$ cat src/rtl/uart_tx_sequencer.sv
// UART transmit frame sequencer: start bit, LSB-first data, optional even parity, stop time.
// Define UART_TX_PARITY_EN to add the parity bit after the data bits.
module uart_tx_sequencer #(
  parameter int DATA_BITS    = 8,
  parameter int OVERSAMPLING = 16,
  parameter int STOP_TICKS   = 16
) (
  input  logic                 i_clk,
  input  logic                 i_reset,
  input  logic                 i_tick,
  input  logic [DATA_BITS-1:0] i_data,
  input  logic                 i_valid,
  output logic                 o_ready,
  output logic                 o_tx,
  output logic                 o_busy,
  output logic                 o_done
);
  localparam int TMAX = (OVERSAMPLING > STOP_TICKS) ? OVERSAMPLING : STOP_TICKS;
  localparam int TW   = (TMAX > 1) ? $clog2(TMAX) : 1;
  localparam int BW   = (DATA_BITS > 1) ? $clog2(DATA_BITS) : 1;
  localparam logic [TW-1:0] BIT_LAST  = TW'(OVERSAMPLING - 1);
  localparam logic [TW-1:0] STOP_LAST = TW'(STOP_TICKS - 1);
  localparam logic [BW-1:0] DATA_LAST = BW'(DATA_BITS - 1);

`ifdef UART_TX_PARITY_EN
  typedef enum logic [2:0] {IDLE, START, DATA, PARITY, STOP} state_t;
`else
  typedef enum logic [2:0] {IDLE, START, DATA, STOP} state_t;
`endif

  state_t               state, state_nx;
  logic [TW-1:0]        tick_cnt, tick_nx;
  logic [BW-1:0]        bit_cnt, bit_nx;
  logic [DATA_BITS-1:0] shreg, shreg_nx;
  logic                 tx_nx, done_nx, accept, bit_end;
`ifdef UART_TX_PARITY_EN
  logic                 par;
`endif

  assign o_ready = (state == IDLE);
  assign o_busy  = (state != IDLE);
  assign accept  = i_valid & o_ready;
  assign bit_end = i_tick && (tick_cnt == BIT_LAST);

  always_comb begin
    state_nx = state;
    tick_nx  = tick_cnt;
    bit_nx   = bit_cnt;
    shreg_nx = shreg;
    done_nx  = 1'b0;
    if (state != IDLE && i_tick) tick_nx = tick_cnt + 1'b1;
    case (state)
      IDLE: if (accept) begin
        state_nx = START;
        shreg_nx = i_data;
        tick_nx  = '0;
        bit_nx   = '0;
      end
      START: if (bit_end) begin
        state_nx = DATA;
        tick_nx  = '0;
      end
      DATA: if (bit_end) begin
        tick_nx  = '0;
        shreg_nx = shreg >> 1;
        if (bit_cnt == DATA_LAST) begin
          bit_nx = '0;
`ifdef UART_TX_PARITY_EN
          state_nx = PARITY;
`else
          state_nx = STOP;
`endif
        end else begin
          bit_nx = bit_cnt + 1'b1;
        end
      end
`ifdef UART_TX_PARITY_EN
      PARITY: if (bit_end) begin
        state_nx = STOP;
        tick_nx  = '0;
      end
`endif
      STOP: if (i_tick && tick_cnt == STOP_LAST) begin
        state_nx = IDLE;
        tick_nx  = '0;
        done_nx  = 1'b1;
      end
      default: state_nx = IDLE;
    endcase
    // o_tx is a flop, so it is loaded with the level of the state being entered
    case (state_nx)
      START:   tx_nx = 1'b0;
      DATA:    tx_nx = shreg_nx[0];
`ifdef UART_TX_PARITY_EN
      PARITY:  tx_nx = par;
`endif
      default: tx_nx = 1'b1;
    endcase
  end

  always_ff @(posedge i_clk or posedge i_reset) begin
    if (i_reset) begin
      state    <= IDLE;
      tick_cnt <= '0;
      bit_cnt  <= '0;
      shreg    <= '0;
      o_tx     <= 1'b1;
      o_done   <= 1'b0;
    end else begin
      state    <= state_nx;
      tick_cnt <= tick_nx;
      bit_cnt  <= bit_nx;
      shreg    <= shreg_nx;
      o_tx     <= tx_nx;
      o_done   <= done_nx;
    end
  end

`ifdef UART_TX_PARITY_EN
  always_ff @(posedge i_clk or posedge i_reset) begin
    if (i_reset)     par <= 1'b0;
    else if (accept) par <= ^i_data;
  end
`endif
endmodule

$ cat config.mk
export PLATFORM = sky130hd
export DESIGN_NAME = uart_tx_sequencer
export DESIGN_NICKNAME = d
export VERILOG_FILES = /design/src/rtl/uart_tx_sequencer.sv
export SDC_FILE = /design/constraint.sdc
export NUM_CORES = 1
export LEC_CHECK = 0
export ABC_AREA = 0
export CAP_MARGIN = 0
export CORE_ASPECT_RATIO = 0.6
export CORE_UTILIZATION = 35
export DETAILED_ROUTE_END_ITERATION = 8
export SLEW_MARGIN = 20
export SYNTH_ARGS = -nofsm -noshare
export SYNTH_HDL_FRONTEND = slang
export SYNTH_SLANG_ARGS = --single-unit
$ cat constraint.sdc
create_clock -name i_clk -period 2.7 [get_ports i_clk]
set_clock_uncertainty 0.15 [all_clocks]
set_input_delay 0.675 -clock i_clk [delete_from_list [all_inputs] [get_ports i_clk]]
set_output_delay 0.675 -clock i_clk [all_outputs]
set_load 0.01 [all_outputs]
==> flow_summary.yaml, run 1 <==
worst_setup_path:
  worstPathCellList: "or3_1, inv_1, clkdlybuf4s50_1"
  path_max_fanout: 5
  critPathCaptureType: "output port"
  max_stage_delay_ns: 0.54
  critical_path_class: "register to output port"
  startpoint_type: "register"
  crit_required_ns: 1.88
  arrival_ns: 1.76
  critPathSlowestCell: "clkdlybuf4s50_1"
synthesis:
  ys_warn_count: 0
  ys_seq_elements: 20
  yosysUniqueCellTypes: 37
  netlist_area_mm2: 0.00102
  avgSynthCellArea_um2: 10.6
  syn_inst: 96
  ys_seq_area_frac: 0.493
  synth_nets: 111
clocking:
  postCtsSetupBuffers: 0
  htree_levels: 1
  cts_buffers: 3
  numClockSinks: 20
  clock_path_buffers: 2
  cts_resized: 0
  path_clk_slew_ns: 0.07
  cts_root_buf: "clkbuf_8"
  clk-insertion-delay-late_ns: 0.26
  holdBufCountCts: 0
  cts_tree: "yes"
die:
  die_area_mm2: 0.00314
  core_area_mm2: 0.00263
  die_w_um: 71.6
  placementRows: 14
  initial_core_util: 0.388
  die_h_um: 43.8
  io_pins: 16
placement:
  place.gp.congestion: 0.795
  dp.cells: 144
  port_buffers: 15
  place_ws_ns: 0.105
  hpwl_um: 1470
route:
  drtPass1Iterations: 5
  via_count: 778
  antenna_left: 0
  initialDrtViolationCount: 23
  drc: 0
  via_per_inst: 5.26
  totalWireLength_um: 2040
  detail_route.wl_per_cell_um: 13.8
timing:
  slew_violations: 0
  finalSetupViolations: 0
  hold_viol: 0
  final.period_utilization: 0.957
  max_freq_mhz: 387
  fin_tns_setup_ns: 0
  grt_setup_unrepaired: "no"
  hold_ws_ns: 0.350
  finalWorstSetupSlack_ns: 0.117
  fin_crit_ns: 2.58
run:
  drv_cap: 0
power_and_ir_drop:
  p_int_uw: 542
  p_clk_frac: 0.312
  p_switching_uw: 190
  finalPower_uw: 732
  ir_drop_v: 0.000292
  swShare: 0.259
  power.leakage_uw: 0.000594
  power_frac_seq: 0.517
  p_comb_frac: 0.171
  power.density_mw_per_mm2: 571
cells_and_area:
  final_common_cell: "dfrtp_1"
  drive_above_1_share: 0.147
  multi_input_area_um2: 459
  regArea_um2: 502
  final_cells: 148
  synthToLayoutAreaGrowth_pct: 25.8
  antenna_cells: 0
  nNetsFinal: 132
  mostFrequentLayoutCells: "dfrtp_1, clkdlybuf4s50_1, buf_4"
  fill_cells: 256
status:
  outcome: "finished, final reports clean"
min_path:
  hold_path_class: "register to register"
global_route:
  grt_util_all_layers: 0.149
  grt_max_degree: 21
  grt_pass1_wl_um: 3360
  grt_pass1_vias: 691
  antenna_found_initial: 0
  grt_overflow: 0
[sequential cells by signal (all words and copies together) (netlist names)]
register  cells
bit_cnt       3
o_done        1
o_tx          1
shreg         8
state         3
tick_cnt      4
[per-stage QoR]
step / area [um2] / util
final: 1280 / 0.488
after global routing: 1280 / 0.488
after CTS: 1280 / 0.488
after detailed placement: 1230 / 0.467
after global placement: 1230 / 0.467
after floorplan: 1020 / -
[layer usage]
metal | track usage | vias up | part of all wire
li1 | - | 390 | -
met4 | 0.0706 | 0 | 0.018
met1 | 0.210 | 367 | 0.53
met3 | 0.0558 | 4 | 0.051
met5 | 0 | - | 0
met2 | 0.202 | 17 | 0.41
[power groups by stage]
stage | Clock (uW) | Combinational [uW] | Sequential (uW)
floorplan | 0 | 82.7 | 374
global placement | 0 | 123 | 381
detailed placement | 0 | 127 | 382
CTS | 237 | 127 | 377
global route | 251 | 140 | 384
finish | 229 | 125 | 378
[critical path, delay by kind of cell, from the launching register on]
family                 cells  cell delay (ns)
AND/OR/NAND/NOR            1             0.47
flip-flops                 1             0.37
buffers and inverters      2             0.66
[layout make-up]
cell class | count | area share
Clock buffer | 4 | 0.0430
Timing Repair Buffer | 24 | 0.170
Sequential cell | 20 | 0.392
Inverter | 2 | 0.00586
Multi-Input combinational cell | 66 | 0.358
Tap cell | 32 | 0.0312
[cells in the mapped netlist]
cell / count / share of area
a211oi_1: 1 / 0.0074
a21oi_1: 1 / 0.0049
a21oi_2: 1 / 0.0086
a221o_1: 6 / 0.059
a22o_1: 2 / 0.017
a22oi_1: 1 / 0.0074
a311oi_1: 1 / 0.0086
a31oi_1: 1 / 0.0061
a32o_1: 1 / 0.0098
and2b_1: 1 / 0.0074
and3_1: 7 / 0.043
and4_1: 1 / 0.0086
buf_2: 1 / 0.0049
buf_4: 1 / 0.0074
buf_6: 2 / 0.022
clkbuf_1: 4 / 0.015
conb_1: 1 / 0.0037
dfrtp_1: 19 / 0.47
dfstp_2: 1 / 0.026
ha_1: 3 / 0.037
inv_1: 2 / 0.0074
mux2_2: 1 / 0.011
mux2i_1: 1 / 0.0098
nand2_1: 6 / 0.022
nand2b_1: 1 / 0.0061
nand3_1: 3 / 0.015
nand3b_1: 1 / 0.0074
nand4_1: 1 / 0.0061
nor2_1: 6 / 0.022
nor3_1: 1 / 0.0049
nor3_2: 1 / 0.0098
nor3b_1: 3 / 0.022
nor4_1: 2 / 0.012
o21ai_0: 4 / 0.020
o31ai_1: 1 / 0.0074
or3_1: 2 / 0.012
xor2_1: 4 / 0.034
[cells by family (layout without fill, tap and decap cells)]
family,after synthesis,after routing,synth area share
simple gates,36,36,0.199
compound gates,20,20,0.156
flops,20,20,0.493
buf+inv,10,30,0.0565
xor+xnor,4,4,0.0344
fa+ha+maj,3,3,0.0369
mux,2,2,0.0209
other cells,1,1,0.00368
[final timing paths]
| kind | start | end | slack (ns) | cells past startpoint |
|---|---|---|---|---|
| max reg2reg | tick_cnt[0] | shreg[1] | 0.62 | 5 |
| min in group asynchronous | i_reset | state[1] | 0.58 | 3 |
| min reg2reg | shreg[7] | shreg[7] | 0.35 | 1 |
| min | shreg[7] | shreg[7] | 0.35 | 1 |
| max | state[2] | o_ready | 0.12 | 3 |
| max in group asynchronous | i_reset | o_tx | 1.55 | 3 |
Power figures use the tool's default switching activity.
==> run 2: changes to the inputs <==
--- a/config.mk
+++ b/config.mk
@@ -10,6 +10,7 @@
 export CORE_ASPECT_RATIO = 0.6
 export CORE_UTILIZATION = 35
 export DETAILED_ROUTE_END_ITERATION = 8
+export RECOVER_POWER = 100
 export SLEW_MARGIN = 20
 export SYNTH_ARGS = -nofsm -noshare
 export SYNTH_HDL_FRONTEND = slang
==> constraint.sdc (replaced) <==
create_clock -name i_clk -period 2.5 [get_ports i_clk]
set_clock_uncertainty 0.15 [all_clocks]
set_input_delay 0.625 -clock i_clk [delete_from_list [all_inputs] [get_ports i_clk]]
set_output_delay 0.625 -clock i_clk [all_outputs]
set_load 0.005 [all_outputs]
==> run 2 against run 1 <==
Die area did not move. Critical path depth rose by 2. Global-route usage rose by 0.91 points. Wire length rose by 1.2%. Combinational power rose by 6%. Register-to-register slack got worse by 0.22 ns. Sequential cell count did not move. Worst setup slack improved by 0.035 ns. Non-clock buffer count did not move. Total power rose by 3.0%. Core utilization fell by 0.81 points. Critical path type is now input pin to register.
==> flow_summary.yaml, run 2 (synthesis gave the netlist of run 1 again) <==
worst_setup_path:
  arrival_ns: 2.34
  critPathSlowestCell: "dlygate4sd3_1"
  max_stage_delay_ns: 0.55
  timing.critical_path.buf_inv: 1
  critPathCaptureType: "register"
  path_max_fanout: 10
  path_delay_family: "simple AND/OR/NAND/NOR gates"
  critical_path_class: "input pin to register"
  startpoint_type: "input pin"
  crit_required_ns: 2.49
  worstPathCellList: "dlygate4sd3_1, and4_1, a21oi_2, or3_1, a221o_1"
timing:
  slew_headroom: 0.311
  slew_violations: 0
  finalSetupViolations: 0
  fin_crit_ns: 2.35
  tightest_slew_ns: 1.03
  grt_setup_unrepaired: "no"
  hold_ws_ns: 0.359
  max_freq_mhz: 426
  final.period_utilization: 0.939
  hold_viol: 0
global_route:
  grt_pass1_wl_um: 3640
  grt_overflow: 0
  antenna_found_initial: 0
  grt_max_degree: 21
  grt_util_all_layers: 0.159
  grt_pass1_vias: 735
run:
  drv_cap: 0
cells_and_area:
  multi_input_area_um2: 459
  nNetsFinal: 132
  largest-register: "shreg"
  antenna_cells: 0
  drive_above_1_share: 0.112
  fill_cells: 256
  mostFrequentLayoutCells: "dfrtp_1, clkdlybuf4s50_1, and3_1"
  synthToLayoutAreaGrowth_pct: 23.7
  regArea_um2: 502
  final_common_cell: "dfrtp_1"
  final_util: 0.480
  largest_registers: "shreg (8), tick_cnt (4)"
  design_area_mm2: 0.00126
  largest_register_ff_count: 8
route:
  totalWireLength_um: 2070
  drc: 0
  via_per_inst: 5.47
  via_count: 809
  detail_route.wl_per_cell_um: 14.0
  initialDrtViolationCount: 47
  antenna_left: 0
  drtPass1Iterations: 6
clocking:
  htree_levels: 1
  path_clk_slew_ns: 0.07
  cts_root_buf: "clkbuf_8"
  cts_tree: "yes"
  postCtsSetupBuffers: 0
  clk-insertion-delay-late_ns: 0.26
  cts_buffers: 3
  clock_path_buffers: 2
  holdBufCountCts: 0
  numClockSinks: 20
placement:
  hpwl_um: 1540
  port_buffers: 15
  place.gp.congestion: 0.774
  place_area_mm2: 0.00123
status:
  outcome: "finished, final reports clean"
die:
  io_pins: 16
  die_area_mm2: 0.00314
  initial_core_util: 0.388
  placementRows: 14
  core_area_mm2: 0.00263
  die_h_um: 43.8
  die_w_um: 71.6
min_path:
  hold_path_class: "register to register"
power_and_ir_drop:
  power.leakage_uw: 0.000591
  power.density_mw_per_mm2: 598
  ir_drop_v: 0.000245
[run 2: per-stage QoR]
step                TNS, ns  instances  total power, uW  setup WS [ns]
floorplan                 0         96              492          0.506
global placement    -0.0951        144              543        -0.0177
detailed placement   -0.391        144              551        -0.0722
CTS                       0        148              768         0.0545
global route              0        148              807         0.0772
finish                    0        148              753          0.152
[run 2: per-layer routing]
metal  global-route usage  up-vias  part of all wire
met1                0.234      378              0.50
met3               0.0558        4             0.069
li1                     -      395                 -
met4               0.0471        0             0.016
met5                    0        -                 0
met2                0.217       32              0.42
[run 2: what timing repair did]
action	4_1_cts	5_1_grt
resized for setup	1	1
endpoints found under the setup margin	1	1
pin swaps	0	1
[run 2: layout make-up]
| cell class | count | share of cell area |
|---|---|---|
| inverters | 2 | 0.00596 |
| repair buffers | 24 | 0.164 |
| multi-input cells | 66 | 0.364 |
| well taps | 32 | 0.0318 |
| clock buffers | 4 | 0.0357 |
| flip-flops and latches | 20 | 0.398 |
[run 2: final timing paths]
kind | startpoint | to | slack [ns] | cells after the start
max reg2reg | tick_cnt[0] | shreg[5] | 0.40 | 5
min in group asynchronous | i_reset | tick_cnt[1] | 0.96 | 3
max in group asynchronous | i_reset | state[1] | 0.61 | 3
min reg2reg | shreg[7] | shreg[7] | 0.36 | 1
max | i_tick | shreg[5] | 0.15 | 5
min | shreg[7] | shreg[7] | 0.36 | 1
[run 2: report_power, final]
| group | leakage (uW) | switching (uW) | internal (uW) | total, uW |
|---|---|---|---|---|
| logic | 0.000311 | 59.9 | 72.4 | 132 |
| clock network | 0.0000228 | 97.9 | 113 | 211 |
| registers | 0.000256 | 38.6 | 371 | 410 |
| total | 0.000591 | 196 | 557 | 753 |
==> run 3: changes to the inputs <==
--- a/config.mk
+++ b/config.mk
@@ -5,7 +5,7 @@
 export SDC_FILE = /design/constraint.sdc
 export NUM_CORES = 1
 export LEC_CHECK = 0
-export ABC_AREA = 0
+export ABC_AREA = 1
 export CAP_MARGIN = 0
 export CORE_ASPECT_RATIO = 0.6
 export CORE_UTILIZATION = 35
==> run 3 against run 2 <==
Worst hold slack lost 0.024 ns. Worst setup slack gained 0.0031 ns. Via count grew 3.5%. Largest power group unchanged. Fmax grew 0.13%.
==> flow_summary.yaml, run 3 <==
synthesis:
  synth_area_leaders: "dfrtp_1, nand2_1, nor2_1"
  synth_most_common_cell: "nand2_1"
  synth_nets: 137
  synth_edf_count: 0
  yosysTopAreaCell: "dfrtp_1"
  yosysUniqueCellTypes: 22
  ys_top_cells_by_count: "nand2_1, dfrtp_1, nor2_1"
  synthArstFlopShare: 1.00
  syn_inst: 122
  ys_warn_count: 0
  ys_seq_area_frac: 0.480
  netlist_area_mm2: 0.00104
  ys_seq_elements: 20
  ys.flop_type: "dfrtp_1"
  avgSynthCellArea_um2: 8.56
  yosys.area.top_type_share: 0.455
timing:
  finalSetupViolations: 0
  tightest_slew_ns: 1.05
  final.period_utilization: 0.938
  fin_crit_ns: 2.34
  max_freq_mhz: 426
  grt_setup_unrepaired: "no"
  slew_violations: 0
  fin_tns_setup_ns: 0
  hold_viol: 0
  slew_headroom: 0.301
route:
  antenna_left: 0
  totalWireLength_um: 2000
  detail_route.wl_per_cell_um: 11.1
  initialDrtViolationCount: 63
  via_per_inst: 4.65
  via_count: 837
  drc: 0
  drtPass1Iterations: 4
cells_and_area:
  largest_registers: "shreg (8), tick_cnt (4)"
  antenna_cells: 0
  largest_register_ff_count: 8
  mostFrequentLayoutCells: "nand2_1, dfrtp_1, nor2_1"
  largest-register: "shreg"
  design_area_mm2: 0.00129
  regArea_um2: 502
  multi_input_area_um2: 468
  synthToLayoutAreaGrowth_pct: 23.5
  final_common_cell: "nand2_1"
  nNetsFinal: 156
  fill_cells: 268
  drive_above_1_share: 0.114
clocking:
  clk-insertion-delay-late_ns: 0.26
  postCtsSetupBuffers: 0
  path_clk_slew_ns: 0.08
  holdBufCountCts: 0
  cts_tree: "yes"
  clock_path_buffers: 2
  cts_buffers: 3
  numClockSinks: 20
  htree_levels: 1
  cts_root_buf: "clkbuf_8"
  cts_resized: 0
die:
  die_area_mm2: 0.00321
  initial_core_util: 0.392
  placementRows: 14
  core_area_mm2: 0.00266
  die_h_um: 44.3
  die_w_um: 72.5
  io_pins: 16
min_path:
  hold_start: "shreg[4]"
  holdPathEnd: "shreg[4]"
  hold_path_class: "register to register"
  hold_depth: 2
placement:
  hpwl_um: 1480
  port_buffers: 15
  place_area_mm2: 0.00123
  place.gp.congestion: 0.850
global_route:
  top_usage_layer: "met2"
  grt_pass1_wl_um: 3670
  grt_util_all_layers: 0.156
  grt_use_met1: 0.215
  met2_usage: 0.228
  grt_max_degree: 21
  grt.met3_usage: 0.0592
  grt_pass1_vias: 809
  grt_overflow: 0
  antenna_found_initial: 0
worst_setup_path:
  path_max_fanout: 7
  critPathCaptureType: "output port"
  critPathSlowestCell: "clkdlybuf4s50_1"
  startpoint_type: "register"
  critical_path_class: "register to output port"
  r2r_cells: 10
  r2r_end: "o_tx"
  reg2reg_setup_slack_ns: 0.64
  max_stage_delay_ns: 0.50
  arrival_ns: 1.57
  cpMostUsedCell: "inv_1"
  worstPathCellList: "inv_1, nand2_4, inv_1, clkdlybuf4s50_1"
  crit_required_ns: 1.73
  r2r-start: "tick_cnt[0]"
status:
  outcome: "finished, final reports clean"
power_and_ir_drop:
  ir_drop_v: 0.000312
  power.density_mw_per_mm2: 659
  power.leakage_uw: 0.000639
  finalPower_uw: 850
run:
  drv_cap: 0
[run 3: changes by cell type after synthesis, moves of 3 or more]
cell / change
nor2_4: +3
clkbuf_1: -4
and3_1: -7
a22oi_1: +5
nand3_1: +3
a221o_1: -6
nand2_2: +5
nor2_1: +7
xor2_1: -3
a21oi_1: +3
nand2_1: +28
inv_1: +8
nor3b_1: -3
[run 3: worst max-delay path: cells and delay by family, from the launching register on]
| family | cells | cell delay [ns] |
|---|---|---|
| flip-flops | 1 | 0.44 |
| buffers and inverters | 3 | 0.77 |
| AND/OR/NAND/NOR | 1 | 0.11 |
[run 3: cell type report]
type	count	share of cell area
flip-flops and latches	20	0.389
clock inverters	1	0.0233
well taps	40	0.0388
multi-input cells	88	0.363
inverters	12	0.0349
repair buffers	16	0.119
clock buffers	3	0.0320
[run 3: worst max path at each step]
stage	start	end	slack (ns)
after CTS	state[2]	o_ready	0.16
final	state[0]	o_ready	0.16
after detailed placement	i_tick	bit_cnt[1]	0.26
after global routing	i_tick	bit_cnt[1]	0.07
after global placement	i_tick	bit_cnt[2]	0.29
after floorplan	i_tick	shreg[7]	0.92
[run 3: kinds of logic after synthesis]
family / after synthesis / synth area share
and+or+nand+nor: 67 / 0.305
adders and majority gates: 3 / 0.0359
other: 1 / 0.00359
xor gates and xnor gates: 1 / 0.00838
DFF: 20 / 0.480
buffers and inverters: 14 / 0.0647
AOI/OAI and AO/OA: 16 / 0.102
[run 3: metal layers]
layer / vias to the layer above / routed length [um]
met1: 379 / 1030
met4: 0 / 11
met5: - / 0
met2: 27 / 830
li1: 429 / -
met3: 2 / 123
[run 3: power breakdown]
group	switching [uW]	internal [uW]	leakage, uW
registers	28.8	366	0.000260
clock network	109	214	0.0000357
logic	73.5	59.4	0.000343
[run 3: per-stage QoR]
step | cells | hold WS, ns | worst slack [ns] | util
floorplan | 122 | 0.290 | 0.924 | -
global placement | 176 | 0.317 | 0.290 | 0.462
detailed placement | 176 | 0.306 | 0.255 | 0.462
CTS | 180 | 0.335 | 0.158 | 0.489
global route | 180 | 0.360 | 0.0706 | 0.484
finish | 180 | 0.335 | 0.155 | 0.484
